<file path="config.mk">
export PLATFORM = sky130hd
export DESIGN_NAME = keypad_scan
export DESIGN_NICKNAME = d
export VERILOG_FILES = /design/src/rtl/keypad_scan_pkg.sv /design/src/rtl/keypad_scan_debounce.sv /design/src/rtl/keypad_scan.sv
export SDC_FILE = /design/constraint.sdc
export NUM_CORES = 1
export LEC_CHECK = 0
export ABC_CLOCK_PERIOD_IN_PS = 3190
export CORE_ASPECT_RATIO = 1.2
export CORE_MARGIN = 2
export CORE_UTILIZATION = 50
export DETAILED_ROUTE_END_ITERATION = 10
export PLACE_DENSITY = 0.71
export SLEW_MARGIN = 20
export SYNTH_ARGS = -nofsm -noshare
export SYNTH_HDL_FRONTEND = slang
export SYNTH_SLANG_ARGS = --single-unit
</file>
<file path="constraint.sdc">
create_clock -name clk -period 3.19 [get_ports clk]
set_input_delay 0.319 -clock clk [delete_from_list [all_inputs] [get_ports clk]]
set_output_delay 0.319 -clock clk [all_outputs]
set_load 0.03 [all_outputs]
</file>
<file path="src/rtl/keypad_scan_pkg.sv">
// Shared calculator definitions: key indices, operator codes (common with CU),
// debounce FSM encoding and the key-index to event decode.
package calc_pkg;

  localparam logic [3:0] KEY_1    = 4'd0;
  localparam logic [3:0] KEY_2    = 4'd1;
  localparam logic [3:0] KEY_3    = 4'd2;
  localparam logic [3:0] KEY_A    = 4'd3;
  localparam logic [3:0] KEY_4    = 4'd4;
  localparam logic [3:0] KEY_5    = 4'd5;
  localparam logic [3:0] KEY_6    = 4'd6;
  localparam logic [3:0] KEY_B    = 4'd7;
  localparam logic [3:0] KEY_7    = 4'd8;
  localparam logic [3:0] KEY_8    = 4'd9;
  localparam logic [3:0] KEY_9    = 4'd10;
  localparam logic [3:0] KEY_C    = 4'd11;
  localparam logic [3:0] KEY_STAR = 4'd12;
  localparam logic [3:0] KEY_0    = 4'd13;
  localparam logic [3:0] KEY_HASH = 4'd14;
  localparam logic [3:0] KEY_D    = 4'd15;

  localparam logic [2:0] OPT_ADD = 3'd0;
  localparam logic [2:0] OPT_SUB = 3'd1;
  localparam logic [2:0] OPT_MUL = 3'd2;
  localparam logic [2:0] OPT_DIV = 3'd3;
  localparam logic [2:0] OPT_CLR = 3'd4;

  typedef enum logic [1:0] {
    DB_IDLE    = 2'd0,
    DB_PRESS   = 2'd1,
    DB_HELD    = 2'd2,
    DB_RELEASE = 2'd3
  } db_state_t;

  typedef enum logic [1:0] {
    EV_NONE   = 2'd0,
    EV_NUM    = 2'd1,
    EV_OPT    = 2'd2,
    EV_SUBMIT = 2'd3
  } ev_kind_t;

  typedef struct packed {
    ev_kind_t   kind;
    logic [3:0] num;
    logic [2:0] opt;
  } key_event_t;

  function automatic key_event_t key_decode(input logic [3:0] k);
    key_event_t e;
    e.kind = EV_NUM;
    e.num  = 4'd0;
    e.opt  = 3'd0;
    case (k)
      KEY_1:    e.num = 4'd1;
      KEY_2:    e.num = 4'd2;
      KEY_3:    e.num = 4'd3;
      KEY_4:    e.num = 4'd4;
      KEY_5:    e.num = 4'd5;
      KEY_6:    e.num = 4'd6;
      KEY_7:    e.num = 4'd7;
      KEY_8:    e.num = 4'd8;
      KEY_9:    e.num = 4'd9;
      KEY_0:    e.num = 4'd0;
      KEY_A:    begin e.kind = EV_OPT; e.opt = OPT_ADD; end
      KEY_B:    begin e.kind = EV_OPT; e.opt = OPT_SUB; end
      KEY_C:    begin e.kind = EV_OPT; e.opt = OPT_MUL; end
      KEY_D:    begin e.kind = EV_OPT; e.opt = OPT_DIV; end
      KEY_STAR: begin e.kind = EV_OPT; e.opt = OPT_CLR; end
      KEY_HASH: e.kind = EV_SUBMIT;
      default:  e.kind = EV_NONE;
    endcase
    return e;
  endfunction

endpackage

</file>
<file path="src/rtl/keypad_scan_debounce.sv">
// Frame-rate debounce FSM: qualifies a single stable key over DEBOUNCE frames
// and a clean release over DEBOUNCE empty frames; accept is a one-cycle strobe.
module key_debounce
  import calc_pkg::*;
#(
  parameter int DEBOUNCE = 4
) (
  input  logic       clk,
  input  logic       reset,
  input  logic       frame_done,
  input  logic [1:0] frame_n,
  input  logic [3:0] frame_k,
  output logic       accept,
  output logic [3:0] key,
  output logic [1:0] state_dbg
);

  localparam logic [3:0] DB_LIMIT = 4'(DEBOUNCE);

  db_state_t  state_q, state_d;
  logic [3:0] cnt_q, cnt_d;
  logic [3:0] key_q, key_d;
  logic [3:0] cnt_inc;

  assign cnt_inc   = (cnt_q == 4'hF) ? 4'hF : cnt_q + 4'd1;
  assign key       = key_q;
  assign state_dbg = state_q;

  always_ff @(posedge clk) begin
    if (!reset) begin
      state_q <= DB_IDLE;
      cnt_q   <= 4'd0;
      key_q   <= 4'd0;
    end else begin
      state_q <= state_d;
      cnt_q   <= cnt_d;
      key_q   <= key_d;
    end
  end

  // frame_n is 0, 1 or 2 (two or more keys); only an exact single key qualifies.
  always_comb begin
    state_d = state_q;
    cnt_d   = cnt_q;
    key_d   = key_q;
    accept  = 1'b0;
    if (frame_done) begin
      case (state_q)
        DB_IDLE: begin
          if (frame_n == 2'd1) begin
            key_d   = frame_k;
            cnt_d   = 4'd1;
            state_d = DB_PRESS;
          end
        end
        DB_PRESS: begin
          if (frame_n == 2'd1 && frame_k == key_q) begin
            cnt_d = cnt_inc;
            if (cnt_inc >= DB_LIMIT) begin
              accept  = 1'b1;
              state_d = DB_HELD;
            end
          end else begin
            cnt_d   = 4'd0;
            state_d = DB_IDLE;
          end
        end
        DB_HELD: begin
          if (frame_n == 2'd0) begin
            cnt_d   = 4'd1;
            state_d = DB_RELEASE;
          end
        end
        DB_RELEASE: begin
          if (frame_n == 2'd0) begin
            cnt_d = cnt_inc;
            if (cnt_inc >= DB_LIMIT) begin
              cnt_d   = 4'd0;
              state_d = DB_IDLE;
            end
          end else begin
            cnt_d   = 4'd0;
            state_d = DB_HELD;
          end
        end
        default: state_d = DB_IDLE;
      endcase
    end
  end

endmodule

</file>
<file path="src/rtl/keypad_scan.sv">
// 4x4 active-low keypad scanner: row drive, column synchroniser, per-frame
// summary, debounce and registered single-cycle CU events.
module keypad_scan
  import calc_pkg::*;
#(
  parameter int SCAN_DIV = 1000,
  parameter int DEBOUNCE = 4
) (
  input  logic       clk,
  input  logic       reset,
  output logic [3:0] row,
  input  logic [3:0] col,
  output logic [3:0] num,
  output logic       numPressed,
  output logic [2:0] opt,
  output logic       optPressed,
  output logic       submit
);

  localparam int             DIV_W    = (SCAN_DIV > 1) ? $clog2(SCAN_DIV) : 1;
  localparam logic [DIV_W-1:0] DIV_LAST = DIV_W'(SCAN_DIV - 1);

  logic [3:0]       col_s1, col_s2;
  logic [DIV_W-1:0] div_q;
  logic [1:0]       row_q;
  logic [1:0]       acc_n;
  logic [3:0]       acc_k;
  logic             slot_end, frame_done;
  logic [1:0]       slot_n, slot_c;
  logic [1:0]       sum_n;
  logic [3:0]       sum_k;
  logic             accept, fire;
  logic [3:0]       db_key;
  logic [1:0]       db_state;
  key_event_t       ev;

  assign row        = ~(4'b0001 << row_q);
  assign slot_end   = (div_q == DIV_LAST);
  assign frame_done = slot_end && (row_q == 2'd3);

  // Pressed-column count (saturating at 2) and highest pressed column this slot.
  always_comb begin
    slot_n = 2'd0;
    slot_c = 2'd0;
    for (int c = 0; c < 4; c++) begin
      if (!col_s2[c]) begin
        slot_c = 2'(c);
        slot_n = (slot_n == 2'd0) ? 2'd1 : 2'd2;
      end
    end
  end

  always_comb begin
    if (acc_n == 2'd0)       sum_n = slot_n;
    else if (slot_n == 2'd0) sum_n = acc_n;
    else                     sum_n = 2'd2;
    sum_k = (slot_n != 2'd0) ? {row_q, slot_c} : acc_k;
  end

  always_ff @(posedge clk) begin
    if (!reset) begin
      col_s1 <= 4'hF;
      col_s2 <= 4'hF;
      div_q  <= '0;
      row_q  <= 2'd0;
      acc_n  <= 2'd0;
      acc_k  <= 4'd0;
    end else begin
      col_s1 <= col;
      col_s2 <= col_s1;
      if (slot_end) begin
        div_q <= '0;
        row_q <= row_q + 2'd1;
        if (frame_done) begin
          acc_n <= 2'd0;
          acc_k <= 4'd0;
        end else begin
          acc_n <= sum_n;
          acc_k <= sum_k;
        end
      end else begin
        div_q <= div_q + DIV_W'(1);
      end
    end
  end

  key_debounce #(.DEBOUNCE(DEBOUNCE)) u_debounce (
    .clk        (clk),
    .reset      (reset),
    .frame_done (frame_done),
    .frame_n    (sum_n),
    .frame_k    (sum_k),
    .accept     (accept),
    .key        (db_key),
    .state_dbg  (db_state)
  );

  // A press is only ever accepted on the PRESS -> HELD step.
  assign fire = accept && (db_state == DB_PRESS);
  assign ev   = key_decode(db_key);

  always_ff @(posedge clk) begin
    if (!reset) begin
      num        <= 4'd0;
      numPressed <= 1'b0;
      opt        <= 3'd0;
      optPressed <= 1'b0;
      submit     <= 1'b0;
    end else begin
      numPressed <= fire && (ev.kind == EV_NUM);
      num        <= (fire && ev.kind == EV_NUM) ? ev.num : 4'd0;
      optPressed <= fire && (ev.kind == EV_OPT);
      opt        <= (fire && ev.kind == EV_OPT) ? ev.opt : 3'd0;
      submit     <= fire && (ev.kind == EV_SUBMIT);
    end
  end

endmodule

</file>
==> metrics.txt, run 1 <==
# TYPE chip_impl_metric gauge
chip_impl_info{name="run_status",value="complete, no violations"} 1
chip_impl_metric{name="ff2ff_setup_slack",unit="ps"} 420
chip_impl_metric{name="ys_seq_elements",unit=""} 46
chip_impl_metric{name="peakVddDrop",unit="mV"} 0.399
chip_impl_metric{name="totalWireLength",unit="mm"} 4.04
chip_impl_metric{name="htreeDepth",unit=""} 2
chip_impl_metric{name="fraction_of_layout_instances_using_a_drive_strength_above_1",unit=""} 0.0719
chip_impl_metric{name="final.hold.worst_slack",unit="ps"} 411
chip_impl_metric{name="synthesis.nets",unit=""} 273
chip_impl_info{name="root_buffer",value="sky130_fd_sc_hd__clkbuf_8"} 1
chip_impl_metric{name="gr-usage-all-layers",unit=""} 0.181
chip_impl_metric{name="fin_crit_share",unit=""} 0.868
chip_impl_metric{name="cts.clk_slew.worst_paths",unit="ps"} 80
chip_impl_metric{name="dr.pass1.iters",unit=""} 4
chip_impl_info{name="clock_tree_from_tritoncts",value="done"} 1
chip_impl_metric{name="max_clock_freq",unit="GHz"} 0.361
chip_impl_metric{name="hold_viol_final",unit=""} 0
chip_impl_metric{name="post_cts_hold_buffer_count",unit=""} 0
chip_impl_metric{name="syn-instance-count",unit=""} 258
chip_impl_metric{name="core.rowCount",unit=""} 26
chip_impl_info{name="timing.setup.critical_path_class",value="reg -> reg"} 1
chip_impl_metric{name="cts_sinks",unit=""} 46
chip_impl_metric{name="post_synthesis_mux_area_share",unit=""} 0.0142
chip_impl_metric{name="filler_cell_count",unit=""} 385
chip_impl_metric{name="route.detailed.wl_per_inst",unit="µm"} 12.1
chip_impl_metric{name="resize_count_post_cts",unit=""} 0
chip_impl_metric{name="dp_hpwl",unit="mm"} 3.03
chip_impl_info{name="highest-signal-layer",value="met4"} 1
chip_impl_metric{name="final_stage_net_count",unit=""} 293
chip_impl_metric{name="ys_async_sr_fraction",unit=""} 0
chip_impl_metric{name="fp.dieW",unit="µm"} 64.7
chip_impl_metric{name="synth_top_area_share",unit=""} 0.417
chip_impl_metric{name="vias",unit=""} 1773
chip_impl_metric{name="timing.reg2reg.worst_path_depth",unit=""} 8
chip_impl_metric{name="post-cts-setup-buffer-count",unit=""} 0
chip_impl_metric{name="placed_cells",unit=""} 327
chip_impl_info{name="worstSetupEndpointType",value="flop"} 1
chip_impl_metric{name="max_cap_viol_count",unit=""} 0
chip_impl_metric{name="area_growth",unit="%"} 14.4
chip_impl_metric{name="cts-buffers-inserted",unit=""} 5
chip_impl_info{name="worstSetupStartpointType",value="flop"} 1
chip_impl_metric{name="wl_met3",unit="µm"} 131
chip_impl_metric{name="placement.io_buffers",unit=""} 19
chip_impl_info{name="post-synth-top-area-cell",value="sky130_fd_sc_hd__dfxtp_1"} 1
chip_impl_metric{name="met2RoutedLength",unit="mm"} 2.04
chip_impl_metric{name="max-slew-margin-rel",unit=""} 0.663
chip_impl_metric{name="synth_area",unit="mm²"} 0.00221
chip_impl_metric{name="final_cells",unit=""} 334
chip_impl_metric{name="core_area",unit="mm²"} 0.00426
chip_impl_metric{name="seq_area_frac_synth",unit=""} 0.417
chip_impl_metric{name="synthXorXnorAreaFrac",unit=""} 0.0436
chip_impl_metric{name="syn_avg_cell_area",unit="µm²"} 8.56
chip_impl_metric{name="grt_antenna_before_repair",unit=""} 0
chip_impl_metric{name="fp.dieArea",unit="mm²"} 0.00497
chip_impl_info{name="critical_path.reg2reg.startpoint",value="col_s2[0]"} 1
chip_impl_metric{name="critical_path_required",unit="ps"} 3400
chip_impl_metric{name="detailedRoute.firstIterationViolations",unit=""} 96
chip_impl_metric{name="maximum_number_of_pins_on_one_net_before_global_route_repair",unit=""} 18
chip_impl_metric{name="timing.final.setup_violations",unit=""} 0
chip_impl_metric{name="clock_skew",unit="ps"} 6.71
chip_impl_metric{name="synth-simple-area-share",unit=""} 0.276
chip_impl_metric{name="drt_drc_violations_left",unit=""} 0
chip_impl_info{name="synth_flop_cell",value="sky130_fd_sc_hd__dfxtp_1"} 1
chip_impl_info{name="synth_top_family_by_area",value="simple AND/OR/NAND/NOR gates"} 1
chip_impl_metric{name="crit_fanout",unit=""} 10
chip_impl_metric{name="num_antenna_cells",unit=""} 0
chip_impl_metric{name="clockBufferDepth",unit=""} 2
chip_impl_info{name="setup.worst_path.end",value="num[3]"} 1
chip_impl_info{name="grt_setup_unrepaired",value="no"} 1
chip_impl_metric{name="ys_types",unit=""} 52
chip_impl_metric{name="synth_warnings",unit=""} 0
chip_impl_info{name="ys_top_cells_by_area",value="sky130_fd_sc_hd__dfxtp_1, sky130_fd_sc_hd__ha_1, sky130_fd_sc_hd__nor2_1"} 1
chip_impl_metric{name="fin_tns_setup",unit="ps"} 0
chip_impl_metric{name="final-max-slew-violation-count",unit=""} 0
chip_impl_metric{name="cellPowerDensity",unit="mW/mm²"} 388
chip_impl_metric{name="drt-vias-per-instance",unit=""} 5.31
chip_impl_info{name="crit_path_start",value="col_s2[0]"} 1
chip_impl_metric{name="met1Wirelength",unit="mm"} 1.79
chip_impl_metric{name="clk_latency",unit="ps"} 290
chip_impl_metric{name="fp.dieH",unit="µm"} 76.8
chip_impl_metric{name="grt_pass1_vias",unit=""} 1615
chip_impl_metric{name="synth-adder-area-share",unit=""} 0.0510
chip_impl_info{name="hold_path.class",value="reg -> reg"} 1
chip_impl_metric{name="final.min_clock_period",unit="ps"} 2770
chip_impl_metric{name="ioPinCount",unit=""} 20
chip_impl_metric{name="drtAntennaViolNets",unit=""} 0
chip_impl_metric{name="starting_density_of_the_core",unit=""} 0.518
chip_impl_metric{name="grt_pass1_wl",unit="mm"} 7.07
chip_impl_metric{name="worst_pin_slew",unit="ps"} 506
chip_impl_metric{name="number_of_flops_mapped_to_enable_cells_by_yosys",unit=""} 0
chip_impl_metric{name="globalRouteOverflowTotal",unit=""} 0
chip_impl_info{name="rr_endpoint",value="num[3]"} 1
chip_impl_metric{name="worst-endpoint-arrival",unit="ps"} 2980
chip_impl_metric{name="routabilityCongestion",unit=""} 0.838
chip_impl_metric{name="power.leakage",unit="nW"} 0.949
chip_impl_metric{name="share_of_the_synthesized_area_in_compound_gates_ao_oa_aoi_oai",unit=""} 0.156
## registers in the layout, summed over array words and instances (netlist names), 3 cells and up
signal and cells:
acc_k 4, col_s1 4, col_s2 4, div_q 10
num 4, opt 3, u_debounce.cnt_q 4, u_debounce.key 4
## per-layer routing
layer,GRT usage,up-vias
li1,-,937
met1,0.203,801
met2,0.318,29
met3,0.0440,6
met4,0.0830,0
met5,0,-
## worst min path at each step
stage          slack (ps)  depth (start not counted)        end  startpoint
2_1_floorplan         390                          1  col_s2[0]   col_s1[0]
3_3_place_gp          390                          1  col_s2[3]   col_s1[3]
3_5_place_dp          400                          1  col_s2[2]   col_s1[2]
4_1_cts               420                          1  col_s2[2]   col_s1[2]
5_1_grt               430                          1  col_s2[2]   col_s1[2]
6_report              410                          1  col_s2[2]   col_s1[2]
## worst max-delay path, stage by stage, from the launching register on
cell and delay [ps]:
sky130_fd_sc_hd__dfxtp_1 360, sky130_fd_sc_hd__inv_1 50, sky130_fd_sc_hd__ha_1 370, sky130_fd_sc_hd__or3_1 360, sky130_fd_sc_hd__a31oi_1 280, sky130_fd_sc_hd__xnor2_1 170, sky130_fd_sc_hd__nand3_2 110, sky130_fd_sc_hd__or4_1 720
sky130_fd_sc_hd__nor4_2 250
## cells by family after synthesis
group / Yosys count
simple gates: 115
buf+inv: 23
xor+xnor: 11
mux: 3
fa+ha+maj: 9
compound gates: 51
flops: 46
## power by group
| group | leakage (nW) | internal, W | switching [W] | total [W] |
|---|---|---|---|---|
| Sequential | 0.373 | 0.000582 | 0.00000606 | 0.000588 |
| Combinational | 0.533 | 0.0000289 | 0.0000364 | 0.0000653 |
| Clock | 0.0438 | 0.000147 | 0.000180 | 0.000327 |
| Total | 0.949 | 0.000758 | 0.000222 | 0.000980 |
## placed cells by master (no fill, tap or decap), types with 3 or more instances in the layout
cell type	n
sky130_fd_sc_hd__dfxtp_1	46
sky130_fd_sc_hd__nor2_1	30
sky130_fd_sc_hd__nand2_1	23
sky130_fd_sc_hd__clkdlybuf4s50_1	19
sky130_fd_sc_hd__a21oi_1	16
sky130_fd_sc_hd__inv_1	15
sky130_fd_sc_hd__nand3_1	11
sky130_fd_sc_hd__o21ai_0	10
sky130_fd_sc_hd__nand2b_1	9
sky130_fd_sc_hd__nor3_1	9
sky130_fd_sc_hd__ha_1	9
sky130_fd_sc_hd__xnor2_1	7
sky130_fd_sc_hd__or3_1	6
sky130_fd_sc_hd__clkbuf_8	5
sky130_fd_sc_hd__and3_1	4
sky130_fd_sc_hd__a211oi_1	4
sky130_fd_sc_hd__xor2_1	4
sky130_fd_sc_hd__and2_1	3
sky130_fd_sc_hd__or4_1	3
sky130_fd_sc_hd__a21o_1	3
## per-stage QoR
stage                     instance area (µm²)  power, W  worst slack [ps]   util
after floorplan                          2210  0.000650               661      -
after global routing                     2530   0.00102               267  0.593
after CTS                                2530  0.000991               417  0.593
after global placement                   2450  0.000666               495  0.575
final                                    2530  0.000980               420  0.593
after detailed placement                 2450  0.000668               430  0.575
## final cells by class
| class | instances | area (µm²) | area share |
|---|---|---|---|
| clock buffers | 5 | 68.8 | 0.0272 |
| well taps | 56 | 70.1 | 0.0277 |
| repair buffers | 21 | 205 | 0.0812 |
| multi-input cells | 189 | 1200 | 0.473 |
| clock inverters | 2 | 10.0 | 0.00396 |
| inverters | 15 | 56.3 | 0.0223 |
| flip-flops and latches | 46 | 921 | 0.364 |
## synthesized netlist by cell type (2+ instances only)
library cell / number
sky130_fd_sc_hd__xor2_1: 4
sky130_fd_sc_hd__ha_1: 9
sky130_fd_sc_hd__dfxtp_1: 46
sky130_fd_sc_hd__or4bb_1: 2
sky130_fd_sc_hd__nand2_1: 23
sky130_fd_sc_hd__or3_1: 6
sky130_fd_sc_hd__and3_1: 4
sky130_fd_sc_hd__mux2i_1: 2
sky130_fd_sc_hd__nor3_1: 9
sky130_fd_sc_hd__or2_2: 2
sky130_fd_sc_hd__and2_1: 3
sky130_fd_sc_hd__nand4b_1: 2
sky130_fd_sc_hd__xnor2_1: 7
sky130_fd_sc_hd__a31oi_1: 2
sky130_fd_sc_hd__o21ai_0: 10
sky130_fd_sc_hd__inv_1: 15
sky130_fd_sc_hd__a21oi_1: 16
sky130_fd_sc_hd__or4_1: 3
sky130_fd_sc_hd__nand3_1: 11
sky130_fd_sc_hd__a21o_1: 3
sky130_fd_sc_hd__nor4bb_1: 2
sky130_fd_sc_hd__a211oi_1: 4
sky130_fd_sc_hd__nor2_1: 30
sky130_fd_sc_hd__nand2b_1: 9
sky130_fd_sc_hd__a22oi_1: 2
sky130_fd_sc_hd__clkbuf_1: 6
(Power assumes the default switching activity.)
==> run 2, diff against run 1 <==
==> constraint.sdc (replaced) <==
create_clock -name clk -period 3.19 [get_ports clk]
set_input_delay 0.957 -clock clk [delete_from_list [all_inputs] [get_ports clk]]
set_output_delay 0.957 -clock clk [all_outputs]
set_load 0.03 [all_outputs]
==> run 2 against run 1 <==
  * Die area stayed put
  * Sequential share of layout area is 0.59 points lower
  * Fmax is 0.19% higher
  * Design area is 1.6% higher
  * Highest routed layer unchanged
  * Sequential power hardly changed
  * Clock skew is 6.2 ps higher
  * Clock-buffer cell count stayed put
  * Cell count is 0.60% higher
  * Setup slack better by 5.2 ps
==> metrics.txt, run 2 (synthesis results as in run 1) <==
# TYPE chip_impl_metric gauge
chip_impl_info{name="run_status",value="complete, no violations"} 1
chip_impl_metric{name="cts-buffers-inserted",unit=""} 5
chip_impl_metric{name="final.min_clock_period",unit="ps"} 2770
chip_impl_metric{name="fp.dieW",unit="µm"} 64.7
chip_impl_metric{name="fin_tns_setup",unit="ps"} 0
chip_impl_metric{name="drt_drc_violations_left",unit=""} 0
chip_impl_metric{name="worst_pin_slew",unit="ps"} 386
chip_impl_metric{name="grt_antenna_before_repair",unit=""} 0
chip_impl_metric{name="ioPinCount",unit=""} 20
chip_impl_metric{name="clk_latency",unit="ps"} 310
chip_impl_metric{name="routabilityCongestion",unit=""} 0.795
chip_impl_metric{name="grt_pass1_wl",unit="mm"} 7.31
chip_impl_metric{name="maximum_number_of_pins_on_one_net_before_global_route_repair",unit=""} 18
chip_impl_metric{name="dp_hpwl",unit="mm"} 3.04
chip_impl_metric{name="worst-endpoint-arrival",unit="ps"} 3000
chip_impl_metric{name="ff2ff_setup_slack",unit="ps"} 420
chip_impl_info{name="final_cell_mix",value="sky130_fd_sc_hd__dfxtp_1, sky130_fd_sc_hd__nor2_1, sky130_fd_sc_hd__nand2_1"} 1
chip_impl_metric{name="post_cts_hold_buffer_count",unit=""} 0
chip_impl_metric{name="met1Wirelength",unit="mm"} 1.82
chip_impl_metric{name="htreeDepth",unit=""} 2
chip_impl_metric{name="post-place-ws",unit="ps"} 414
chip_impl_metric{name="crit_fanout",unit=""} 10
chip_impl_metric{name="timing.final.setup_violations",unit=""} 0
chip_impl_info{name="worstSetupStartpointType",value="flop"} 1
chip_impl_info{name="crit_path_start",value="col_s2[1]"} 1
chip_impl_metric{name="multiInputGateArea",unit="mm²"} 0.00120
chip_impl_metric{name="core.rowCount",unit=""} 26
chip_impl_metric{name="num_antenna_cells",unit=""} 0
chip_impl_metric{name="timing.reg2reg.worst_path_depth",unit=""} 8
chip_impl_metric{name="max_ffs_per_register",unit=""} 10
chip_impl_info{name="layout.cells.most_common",value="sky130_fd_sc_hd__dfxtp_1"} 1
chip_impl_metric{name="gr-usage-all-layers",unit=""} 0.186
chip_impl_metric{name="totalWireLength",unit="mm"} 4.07
chip_impl_metric{name="fraction_of_layout_instances_using_a_drive_strength_above_1",unit=""} 0.0786
chip_impl_metric{name="max_cap_viol_count",unit=""} 0
chip_impl_metric{name="final_core_util",unit=""} 0.603
chip_impl_metric{name="met2RoutedLength",unit="mm"} 2.06
chip_impl_metric{name="clockBufferDepth",unit=""} 2
chip_impl_info{name="rr_endpoint",value="num[3]"} 1
chip_impl_metric{name="vias",unit=""} 1825
chip_impl_metric{name="critical_path_required",unit="ps"} 3420
chip_impl_metric{name="cts_sinks",unit=""} 46
chip_impl_metric{name="filler_cell_count",unit=""} 377
chip_impl_metric{name="fin_crit_share",unit=""} 0.867
chip_impl_info{name="largest-register",value="div_q"} 1
chip_impl_info{name="clock_tree_from_tritoncts",value="done"} 1
chip_impl_metric{name="route.detailed.wl_per_inst",unit="µm"} 12.1
chip_impl_metric{name="clock_skew",unit="ps"} 12.9
chip_impl_metric{name="post-cts-setup-buffer-count",unit=""} 0
chip_impl_info{name="critical_path.reg2reg.startpoint",value="col_s2[1]"} 1
chip_impl_metric{name="drtAntennaViolNets",unit=""} 0
chip_impl_metric{name="final-max-slew-violation-count",unit=""} 0
chip_impl_info{name="timing.setup.critical_path_class",value="reg -> reg"} 1
chip_impl_metric{name="cts.clk_slew.worst_paths",unit="ps"} 90
chip_impl_metric{name="wl_met3",unit="µm"} 118
chip_impl_metric{name="fin_total_pwr",unit="W"} 0.00109
chip_impl_metric{name="regArea",unit="µm²"} 921
chip_impl_info{name="setup.worst_path.end",value="num[3]"} 1
chip_impl_metric{name="max-slew-margin-rel",unit=""} 0.742
chip_impl_metric{name="placement.io_buffers",unit=""} 19
chip_impl_metric{name="final_stage_net_count",unit=""} 294
chip_impl_metric{name="fp.dieArea",unit="mm²"} 0.00497
chip_impl_metric{name="resize_count_post_cts",unit=""} 0
chip_impl_metric{name="grt_pass1_vias",unit=""} 1722
chip_impl_metric{name="area_growth",unit="%"} 16.3
chip_impl_metric{name="starting_density_of_the_core",unit=""} 0.518
chip_impl_metric{name="layout_setup_ws",unit="ps"} 425
chip_impl_info{name="root_buffer",value="sky130_fd_sc_hd__clkbuf_8"} 1
chip_impl_info{name="highest-signal-layer",value="met4"} 1
chip_impl_info{name="hold_path.class",value="reg -> reg"} 1
chip_impl_metric{name="detailedRoute.firstIterationViolations",unit=""} 98
chip_impl_metric{name="max_clock_freq",unit="GHz"} 0.362
chip_impl_metric{name="globalRouteOverflowTotal",unit=""} 0
chip_impl_metric{name="core_area",unit="mm²"} 0.00426
chip_impl_metric{name="drt-vias-per-instance",unit=""} 5.43
chip_impl_metric{name="hold_viol_final",unit=""} 0
chip_impl_info{name="worstSetupEndpointType",value="flop"} 1
chip_impl_metric{name="timing.critical_path.slowest_cell_delay",unit="ps"} 730
chip_impl_info{name="cp_cell_sequence",value="inv_1 -> ha_1 -> or3_1 -> a31oi_1 -> xnor2_1 -> nand3_2 -> or4_1 -> nor4_2"} 1
chip_impl_metric{name="dr.pass1.iters",unit=""} 4
chip_impl_metric{name="final.hold.worst_slack",unit="ps"} 410
chip_impl_metric{name="fp.dieH",unit="µm"} 76.8
chip_impl_info{name="grt_setup_unrepaired",value="no"} 1
chip_impl_metric{name="cellPowerDensity",unit="mW/mm²"} 425
chip_impl_metric{name="peakVddDrop",unit="mV"} 0.260
chip_impl_info{name="worst_path_max_delay_cell",value="sky130_fd_sc_hd__or4_1"} 1
chip_impl_metric{name="power.leakage",unit="nW"} 0.969
[run 2: how the worst min path moves through the flow]
stage / endpoint / start / slack (ps) / depth (start not counted)
after detailed placement: col_s2[2] / col_s1[2] / 390 / 1
after floorplan: col_s2[0] / col_s1[0] / 390 / 1
after global placement: col_s2[2] / col_s1[2] / 390 / 1
after global routing: col_s2[2] / col_s1[2] / 430 / 1
final: col_s2[2] / col_s1[2] / 410 / 1
after CTS: col_s2[2] / col_s1[2] / 410 / 1
[run 2: per-layer routing]
layer | up-vias | GRT usage
li1 | 947 | -
met1 | 843 | 0.214
met2 | 29 | 0.319
met3 | 6 | 0.0499
met4 | 0 | 0.0851
met5 | - | 0
[run 2: metrics by stage]
| stage | std cells | instance area [µm²] |
|---|---|---|
| 4_1_cts | 336 | 2570 |
| 3_5_place_dp | 328 | 2460 |
| 6_report | 336 | 2570 |
| 5_1_grt | 336 | 2570 |
| 3_3_place_gp | 328 | 2460 |
| 2_1_floorplan | 258 | 2210 |
[run 2: area by class of cell]
cell class | instances | share of cell area
Inverter | 15 | 0.0219
Tap cell | 56 | 0.0273
Timing Repair Buffer | 22 | 0.0828
Clock inverter | 3 | 0.0170
Clock buffer | 5 | 0.0268
Sequential cell | 46 | 0.359
Multi-Input combinational cell | 189 | 0.466
[run 2: report_power, final]
part / switching (W) / internal, W
clock: 0.000203 / 0.000235
sequential: 0.00000614 / 0.000582
combinational: 0.0000371 / 0.0000297
[run 2: critical path, delay by kind of cell, from the launching register on]
family	cells	cell delay, ps
simple gates	4	1450
fa+ha+maj	1	340
compound gates	1	280
buf+inv	1	60
flops	1	380
xor+xnor	1	170
==> run 3, diff against run 2 <==
--- a/config.mk
+++ b/config.mk
@@ -7,7 +7,7 @@
 export LEC_CHECK = 0
 export ABC_CLOCK_PERIOD_IN_PS = 3190
 export CORE_ASPECT_RATIO = 1.2
-export CORE_MARGIN = 2
+export CORE_MARGIN = 1.5
 export CORE_UTILIZATION = 50
 export DETAILED_ROUTE_END_ITERATION = 10
 export PLACE_DENSITY = 0.71
==> run 3 against run 2 <==
  * Clock-buffer cell count rose by 2
  * Sequential share of layout area grew 0.30 points
  * Worst hold slack barely moved
  * Clock skew down 1.1 ps
  * Non-clock buffer count unchanged
  * Cell count is the same
  * First-iteration DRC count grew 46%
  * Design area down 0.83%
  * Global-route usage up 0.40 points
  * Critical path type unchanged
==> metrics.txt, run 3 (synthesis results as in run 1) <==
# TYPE chip_impl_metric gauge
chip_impl_metric{name="area_growth",unit="%"} 15.4
chip_impl_metric{name="starting_density_of_the_core",unit=""} 0.518
chip_impl_info{name="hold_path.class",value="reg -> reg"} 1
chip_impl_metric{name="post-cts-setup-buffer-count",unit=""} 0
chip_impl_metric{name="max_clock_freq",unit="GHz"} 0.359
chip_impl_metric{name="timing.final.setup_violations",unit=""} 0
chip_impl_metric{name="totalWireLength",unit="mm"} 4.15
chip_impl_metric{name="max_ffs_per_register",unit=""} 10
chip_impl_metric{name="htreeDepth",unit=""} 2
chip_impl_metric{name="grt_pass1_vias",unit=""} 1689
chip_impl_metric{name="dp_hpwl",unit="mm"} 3.05
chip_impl_info{name="critical_path.reg2reg.startpoint",value="col_s2[0]"} 1
chip_impl_metric{name="fp.dieH",unit="µm"} 75.8
chip_impl_metric{name="post_cts_hold_buffer_count",unit=""} 0
chip_impl_info{name="layout.cells.most_common",value="sky130_fd_sc_hd__dfxtp_1"} 1
chip_impl_metric{name="globalRouteMet2Util",unit=""} 0.350
chip_impl_metric{name="cts.clk_slew.worst_paths",unit="ps"} 90
chip_impl_metric{name="timing.critical_path.slowest_cell_delay",unit="ps"} 730
chip_impl_metric{name="fin_total_pwr",unit="W"} 0.00102
chip_impl_metric{name="fraction_of_layout_instances_using_a_drive_strength_above_1",unit=""} 0.0750
chip_impl_info{name="worst_hold_startpoint",value="col_s1[1]"} 1
chip_impl_metric{name="critical_path_required",unit="ps"} 3420
chip_impl_info{name="worst_path_max_delay_cell",value="sky130_fd_sc_hd__or4_1"} 1
chip_impl_info{name="worstSetupEndpointType",value="flop"} 1
chip_impl_metric{name="drt-vias-per-instance",unit=""} 5.43
chip_impl_metric{name="power.leakage",unit="nW"} 0.959
chip_impl_metric{name="max_cap_viol_count",unit=""} 0
chip_impl_metric{name="max-slew-margin-rel",unit=""} 0.747
chip_impl_metric{name="gr-usage-all-layers",unit=""} 0.190
chip_impl_metric{name="cellPowerDensity",unit="mW/mm²"} 399
chip_impl_metric{name="route.detailed.wl_per_inst",unit="µm"} 12.4
chip_impl_info{name="root_buffer",value="sky130_fd_sc_hd__clkbuf_8"} 1
chip_impl_metric{name="cts-buffers-inserted",unit=""} 5
chip_impl_metric{name="worst-endpoint-arrival",unit="ps"} 3010
chip_impl_metric{name="vias",unit=""} 1825
chip_impl_metric{name="use_met1",unit=""} 0.215
chip_impl_metric{name="grt_antenna_before_repair",unit=""} 0
chip_impl_info{name="timing.hold.worst_endpoint",value="col_s2[1]"} 1
chip_impl_metric{name="placement.io_buffers",unit=""} 19
chip_impl_metric{name="fin_crit_share",unit=""} 0.874
chip_impl_metric{name="hold_viol_final",unit=""} 0
chip_impl_info{name="clock_tree_from_tritoncts",value="done"} 1
chip_impl_info{name="cp_cell_sequence",value="inv_1 -> ha_1 -> or3_1 -> a31oi_1 -> xnor2_1 -> nand3_2 -> or4_1 -> nor4_2"} 1
chip_impl_metric{name="worst_pin_slew",unit="ps"} 378
chip_impl_metric{name="drtAntennaViolNets",unit=""} 0
chip_impl_metric{name="core_area",unit="mm²"} 0.00426
chip_impl_info{name="run_status",value="complete, no violations"} 1
chip_impl_metric{name="timing.reg2reg.worst_path_depth",unit=""} 8
chip_impl_metric{name="ff2ff_setup_slack",unit="ps"} 400
chip_impl_metric{name="globalRouteOverflowTotal",unit=""} 0
chip_impl_metric{name="dr.pass1.iters",unit=""} 4
chip_impl_metric{name="core.rowCount",unit=""} 26
chip_impl_metric{name="filler_cell_count",unit=""} 412
chip_impl_info{name="timing.setup.critical_path_class",value="reg -> reg"} 1
chip_impl_metric{name="final_core_util",unit=""} 0.598
chip_impl_metric{name="use_met3",unit=""} 0.0532
chip_impl_info{name="top_usage_layer",value="met2"} 1
chip_impl_metric{name="cts_sinks",unit=""} 46
chip_impl_metric{name="final.min_clock_period",unit="ps"} 2790
chip_impl_metric{name="drt_drc_violations_left",unit=""} 0
chip_impl_metric{name="detailedRoute.firstIterationViolations",unit=""} 143
chip_impl_info{name="final_cell_mix",value="sky130_fd_sc_hd__dfxtp_1, sky130_fd_sc_hd__nor2_1, sky130_fd_sc_hd__nand2_1"} 1
chip_impl_metric{name="grt_pass1_wl",unit="mm"} 7.16
chip_impl_metric{name="clock_skew",unit="ps"} 11.9
chip_impl_metric{name="final_stage_net_count",unit=""} 294
chip_impl_metric{name="ioPinCount",unit=""} 20
chip_impl_metric{name="fp.dieW",unit="µm"} 63.7
chip_impl_metric{name="fp.dieArea",unit="mm²"} 0.00483
chip_impl_metric{name="resize_count_post_cts",unit=""} 0
chip_impl_metric{name="maximum_number_of_pins_on_one_net_before_global_route_repair",unit=""} 18
chip_impl_metric{name="num_antenna_cells",unit=""} 0
chip_impl_info{name="largest-register",value="div_q"} 1
chip_impl_metric{name="routabilityCongestion",unit=""} 0.823
chip_impl_metric{name="clockBufferDepth",unit=""} 2
chip_impl_metric{name="clk_latency",unit="ps"} 300
chip_impl_info{name="worstSetupStartpointType",value="flop"} 1
chip_impl_metric{name="crit_fanout",unit=""} 10
chip_impl_info{name="rr_endpoint",value="num[3]"} 1
chip_impl_metric{name="final-max-slew-violation-count",unit=""} 0
chip_impl_metric{name="worst_hold_path.num_cells",unit=""} 1
chip_impl_metric{name="peakVddDrop",unit="mV"} 0.315
chip_impl_metric{name="fin_tns_setup",unit="ps"} 0
chip_impl_info{name="grt_setup_unrepaired",value="no"} 1
## run 3: worst max-delay path by stage
stage | depth (start not counted) | endpoint | startpoint | slack (ps)
final | 8 | num[3] | col_s2[0] | 400
after global routing | 8 | submit | col_s2[1] | 200
after CTS | 8 | submit | col_s2[0] | 390
after detailed placement | 8 | num[3] | col_s2[0] | 400
after global placement | 8 | num[3] | col_s2[0] | 500
after floorplan | 9 | num[3] | col_s2[0] | 660
## run 3: where the power goes
part	switching, W	internal (W)
clock	0.000188	0.000175
sequential	0.00000597	0.000582
combinational	0.0000375	0.0000298
total	0.000231	0.000786
## run 3: layout make-up
class | count | area, µm² | area share
Multi-Input combinational cell | 189 | 1200 | 0.470
Clock inverter | 1 | 5.00 | 0.00196
Sequential cell | 46 | 921 | 0.361
Timing Repair Buffer | 22 | 213 | 0.0835
Clock buffer | 7 | 86.3 | 0.0339
Inverter | 15 | 56.3 | 0.0221
Tap cell | 56 | 70.1 | 0.0275
## run 3: layer usage
| metal | share of wire | up-vias |
|---|---|---|
| li1 | - | 947 |
| met1 | 0.44 | 844 |
| met2 | 0.51 | 28 |
| met3 | 0.031 | 6 |
| met4 | 0.015 | 0 |
| met5 | 0 | - |
## run 3: critical path: cells and delay by family (launching register included)
family | cells | cell delay (ps)
fa+ha+maj | 1 | 360
simple gates | 4 | 1460
buf+inv | 1 | 50
flops | 1 | 360
xor+xnor | 1 | 170
compound gates | 1 | 300
## run 3: stage by stage
step,setup slack (ps),instances,instance area [µm²],hold WS [ps]
after floorplan,661,258,2210,386
after global placement,500,328,2460,389
after detailed placement,397,328,2460,392
after CTS,392,336,2550,411
after global routing,200,336,2550,444
final,403,336,2550,410
